$ cat src/rtl/image_frame_streamer.sv
// Captures a 32x32 binary frame, finds the bounding box of set pixels, and streams the
// glyph-centred frame one pixel per valid/ready handshake in raster order.
module image_frame_streamer #(
    parameter int unsigned PIXEL_W   = 8,
    parameter int unsigned ON_VALUE  = 255,
    parameter int unsigned CENTER_EN = 1
) (
    input  logic               clk,
    input  logic               rst_n,
    input  logic               start,
    input  logic [1023:0]      image_in,
    output logic               pix_valid,
    input  logic               pix_ready,
    output logic [PIXEL_W-1:0] pix_data,
    output logic [9:0]         pix_index,
    output logic               pix_last,
    output logic               busy,
    output logic               done,
    output logic               empty_image
);

    localparam logic [PIXEL_W-1:0] OnPix = PIXEL_W'(ON_VALUE);

    typedef enum logic [2:0] {StIdle, StScan, StCalc, StStream, StDone} state_e;

    state_e              state_q;
    logic [1023:0]       cap_q;
    logic [4:0]          row_q;
    logic [4:0]          top_q;
    logic [4:0]          bot_q;
    logic [31:0]         col_acc_q;
    logic signed [6:0]   dx_q;
    logic signed [6:0]   dy_q;

    logic [31:0]         row_bits;
    logic                row_or;
    logic [4:0]          left;
    logic [4:0]          right;
    logic                any_set;
    logic signed [7:0]   sum_x;
    logic signed [7:0]   sum_y;
    logic [9:0]          nxt_idx;
    logic signed [7:0]   src_r;
    logic signed [7:0]   src_c;
    logic                src_in;
    logic                nxt_bit;

    // Pixel p lives at cap_q[1023-p], and 1023-p == ~p for a 10-bit p.
    always_comb begin
        row_bits = '0;
        for (int c = 0; c < 32; c++) begin
            row_bits[c] = cap_q[~{row_q, 5'(c)}];
        end
        row_or = |row_bits;
    end

    always_comb begin
        left  = 5'd0;
        right = 5'd0;
        for (int c = 31; c >= 0; c--) begin
            if (col_acc_q[c]) left = 5'(c);
        end
        for (int c = 0; c < 32; c++) begin
            if (col_acc_q[c]) right = 5'(c);
        end
        any_set = |col_acc_q;
        sum_x   = 8'sd31 - $signed({3'b000, left}) - $signed({3'b000, right});
        sum_y   = 8'sd31 - $signed({3'b000, top_q}) - $signed({3'b000, bot_q});
    end

    // Source pixel for the beat that will be presented after the next accepting edge.
    always_comb begin
        nxt_idx = pix_valid ? (pix_index + 10'd1) : 10'd0;
        src_r   = $signed({3'b000, nxt_idx[9:5]}) - $signed({dy_q[6], dy_q});
        src_c   = $signed({3'b000, nxt_idx[4:0]}) - $signed({dx_q[6], dx_q});
        src_in  = (src_r[7:5] == 3'b000) && (src_c[7:5] == 3'b000);
        nxt_bit = src_in && cap_q[~{src_r[4:0], src_c[4:0]}];
    end

    always_ff @(posedge clk or negedge rst_n) begin
        if (!rst_n) begin
            state_q     <= StIdle;
            cap_q       <= '0;
            row_q       <= '0;
            top_q       <= '0;
            bot_q       <= '0;
            col_acc_q   <= '0;
            dx_q        <= '0;
            dy_q        <= '0;
            pix_valid   <= 1'b0;
            pix_data    <= '0;
            pix_index   <= '0;
            pix_last    <= 1'b0;
            busy        <= 1'b0;
            done        <= 1'b0;
            empty_image <= 1'b0;
        end else begin
            unique case (state_q)
                StIdle: begin
                    done <= 1'b0;
                    if (start) begin
                        cap_q     <= image_in;
                        col_acc_q <= '0;
                        top_q     <= 5'd31;
                        bot_q     <= 5'd0;
                        row_q     <= 5'd0;
                        busy      <= 1'b1;
                        state_q   <= StScan;
                    end
                end
                StScan: begin
                    if (row_or) begin
                        if (row_q < top_q) top_q <= row_q;
                        bot_q <= row_q;
                    end
                    col_acc_q <= col_acc_q | row_bits;
                    row_q     <= row_q + 5'd1;
                    if (row_q == 5'd31) state_q <= StCalc;
                end
                StCalc: begin
                    empty_image <= ~any_set;
                    // Floor of a signed halving is just dropping the LSB.
                    if (any_set && (CENTER_EN != 0)) begin
                        dx_q <= sum_x[7:1];
                        dy_q <= sum_y[7:1];
                    end else begin
                        dx_q <= '0;
                        dy_q <= '0;
                    end
                    state_q <= StStream;
                end
                StStream: begin
                    if (!pix_valid || pix_ready) begin
                        if (pix_valid && pix_last) begin
                            pix_valid <= 1'b0;
                            pix_last  <= 1'b0;
                            done      <= 1'b1;
                            state_q   <= StDone;
                        end else begin
                            pix_valid <= 1'b1;
                            pix_index <= nxt_idx;
                            pix_data  <= nxt_bit ? OnPix : '0;
                            pix_last  <= (nxt_idx == 10'd1023);
                        end
                    end
                end
                StDone: begin
                    done    <= 1'b0;
                    busy    <= 1'b0;
                    state_q <= StIdle;
                end
                default: state_q <= StIdle;
            endcase
        end
    end

endmodule

$ cat config.mk
export PLATFORM = sky130hd
export DESIGN_NAME = image_frame_streamer
export DESIGN_NICKNAME = d
export VERILOG_FILES = /design/src/rtl/image_frame_streamer.sv
export SDC_FILE = /design/constraint.sdc
export NUM_CORES = 2
export LEC_CHECK = 0
export CELL_PAD_IN_SITES_DETAIL_PLACEMENT = 1
export CELL_PAD_IN_SITES_GLOBAL_PLACEMENT = 1
export CORE_AREA = 2 2 404 406
export CTS_CLUSTER_SIZE = 8
export DETAILED_ROUTE_END_ITERATION = 6
export DIE_AREA = 0 0 406 408
export GPL_TIMING_DRIVEN = 1
export PLACE_DENSITY_LB_ADDON = 0.2
export SLEW_MARGIN = 15
export SYNTH_ARGS = -nofsm -noshare
export SYNTH_HDL_FRONTEND = slang
export SYNTH_SLANG_ARGS = --single-unit
$ cat constraint.sdc
create_clock -name clk -period 9.68 [get_ports clk]
set_input_delay 0.968 -clock clk [delete_from_list [all_inputs] [get_ports clk]]
set_output_delay 0.968 -clock clk [all_outputs]
set_load 0.03 [all_outputs]
==> flow_summary.yaml <==
cts:
  ctsHoldBuffers: 0
  cts_tree: "done"
  clock_latency_ns: 0.80
  path_clk_slew_ns: 0.05
  cts.sinks: 1102
  cts_setup_buffers: 0
  cts.path.max_buffers: 3
  cts_buffers: 157
  htreeDepth: 4
  cts_resized: 0
  clock-root-buffer: "clkbuf_16"
yosys:
  synth_fa_ha_area_frac: 0.00665
  synthesis.nets: 7058
  ys_types: 66
  synthMuxAreaShare: 0.240
  yosys-top-cells-count: "3,293 x nand2_1, 1,102 x dfrtp_1, 584 x mux4_2"
  async_reset_ff_frac: 1.00
  synth_compound_area_frac: 0.0251
  synth_simple_gate_area_share: 0.227
  syn-cell-area_um2: 59100
  synth_most_common_cell: "nand2_1"
  synth_seq_area_share: 0.467
  synth_area_leader_cell: "dfrtp_1"
  synth_xor_area_frac: 0.00341
  ys.flop_type: "dfrtp_1"
  postSynthCellCount: 6001
  synth_top_family_by_area: "multiplexers"
  synth_warnings: 0
  synth_top_area_share: 0.467
  yosys-top-cells-area: "dfrtp_1 47%, mux4_2 22%, nand2_1 21%"
  ys_ff_latch: 1102
  synth-edff-count: 0
  synth_area_per_cell_um2: 9.85
place:
  place_ws_ns: 3.64
  gp_congestion: 1.02
  placedCellCount: 8872
  dp_hpwl_um: 228000
  port_buffers: 1050
pwr:
  p_seq_frac: 0.320
  swShare: 0.447
  power_frac_comb: 0.495
  clockPowerShare: 0.185
  ir_worst_vdd_uv: 364
  internal_power_w: 0.0153
  p_switching_w: 0.0124
  powerDensity_nw_per_um2: 365
  leakage_nw: 35.2
final_layout:
  nets: 7913
  drive_gt1_frac: 0.124
  ff_latch_area_um2: 27600
  final_util: 0.469
  final_cells: 9070
  fillers: 17809
  area.growth.synth_to_final_pct: 28.3
  multi_input_area_um2: 29800
drt:
  routedWlPerCell_um: 32.2
  routed_via_density: 5.78
  drt_iter0_markers: 6268
  first_pass_iters: 5
  totalWireLength_um: 292000
  via_count: 52467
  drc: 0
  ant_nets: 0
floorplanning:
  initial_utilization: 0.366
  core_um2: 162000
  die_h_um: 408
  pin_count: 1051
  die_area_um2: 166000
  die_w_um: 406
  placementRows: 148
sta:
  hold_viol: 0
  min_period_over_period: 0.637
  slew-limit-headroom: 0.128
  rsz0062_at_grt: "false"
  finalSetupViolCount: 0
  fin_ws_ns: 3.52
  timing.setup.tns_ns: 0
  fmax_mhz: 162
  slew_viol_final: 0
  worstMarginPinSlew_ns: 1.31
  clock-skew-final_ns: 0.0401
  finalCriticalPeriod_ns: 6.16
run:
  cap_viol_max_count: 0
grt:
  grt_max_degree: 235
  grt_usage: 0.353
  gr-total-overflow: 0
  grt_pass1_vias: 54384
  grt_pass1_wl_um: 413000
  antenna_found_initial: 39
hold_path:
  hold_path_class: "input pin to async pin"
worst_setup_path:
  cp.required_ns: 10.27
  path_max_fanout: 128
  critical_path_arrival_ns: 6.76
  end_kind: "flip-flop"
  criticalPathCategory: "flip-flop to flip-flop"
  start_kind: "flip-flop"
run_status:
  run_status: "complete, no violations"
critical path, cell delays in order (launching register included):
cell	delay, ns
dfrtp_1	0.45
ha_1	0.34
and2_1	0.22
fa_4	1.28
buf_12	0.63
mux4_2	0.41
mux2i_1	0.44
a221oi_1	0.21
or4b_2	0.63
a2111oi_0	1.04
o41ai_1	0.23
metrics by stage:
stage	hold slack (ns)	instance area, um2	power, W
2_1_floorplan	0.450	59100	0.0161
3_3_place_gp	0.469	71400	0.0218
3_5_place_dp	0.482	71500	0.0221
4_1_cts	0.271	75800	0.0273
5_1_grt	0.303	75800	0.0287
6_report	0.242	75800	0.0277
flip-flops by register name, indices dropped and copies added, names as in the netlist, 5 cells and up:
name       flops
cap_q       1024
pix_index     10
dy_q           6
top_q          5
col_acc_q     32
row_q          5
bot_q          5
dx_q           6
placed cells by master, fill, tap and decap left out, types with 11 or more instances in the layout:
cell	n
a21o_1	15
a21oi_1	37
a31oi_1	19
and2_1	11
and3_1	15
buf_12	19
buf_4	46
clkbuf_1	13
clkbuf_16	159
clkdlybuf4s50_1	1049
dfrtp_1	1097
ha_1	24
inv_1	37
mux2i_1	96
mux4_2	584
nand2_1	3293
nand3_1	36
nand4_1	20
nor2_1	39
nor4_1	18
o21ai_0	51
o22ai_1	20
o31ai_1	15
kinds of logic (layout without fill, tap and decap cells):
family	after synthesis	after routing
XOR/XNOR	23	23
AO/OA/AOI/OAI	225	225
buffers and inverters	457	1342
other	0	9
AND/OR/NAND/NOR	3480	3480
flip-flops	1102	1102
adder cells (fa/ha/maj)	29	29
multiplexers	685	685
power by group through the flow:
stage	Clock (W)	Sequential [W]	Combinational, W
CTS	0.00519	0.00872	0.0134
finish	0.00513	0.00885	0.0137
floorplan	0	0.00733	0.00877
global route	0.00536	0.00896	0.0144
global placement	0	0.00870	0.0130
detailed placement	0	0.00877	0.0133
area by class of cell:
class	instances	area share
Sequential cell	1102	0.364
Inverter	38	0.00188
Timing Repair Buffer	1115	0.148
Clock inverter	13	0.00355
Clock buffer	176	0.0538
Antenna cell	9	0.000297
Tap cell	2175	0.0359
Multi-Input combinational cell	4442	0.393
final timing paths:
| check | from | to | slack, ns | cells past startpoint |
|---|---|---|---|---|
| max reg2reg | pix_index[0]$_DFFE_PN0P_ | pix_data[6]$_DFFE_PN0P_ | 3.52 | 10 |
| min in group clk | dx_q[3]$_DFFE_PN0N_ | dx_q[3]$_DFFE_PN0N_ | 0.49 | 2 |
| min | rst_n | cap_q[987]$_DFFE_PN0P_ | 0.24 | 1 |
| min reg2reg | dx_q[3]$_DFFE_PN0N_ | dx_q[3]$_DFFE_PN0N_ | 0.49 | 2 |
| max | pix_index[0]$_DFFE_PN0P_ | pix_data[6]$_DFFE_PN0P_ | 3.52 | 10 |
| max in group asynchronous | rst_n | cap_q[77]$_DFFE_PN0P_ | 7.06 | 3 |
routing by layer:
metal,track usage,wire (um),vias to the layer above
li1,-,-,21872
met1,0.474,116000,27151
met2,0.510,126000,2851
met3,0.116,32500,561
met4,0.174,16800,32
met5,0,208,-
Power figures use the tool's default switching activity.
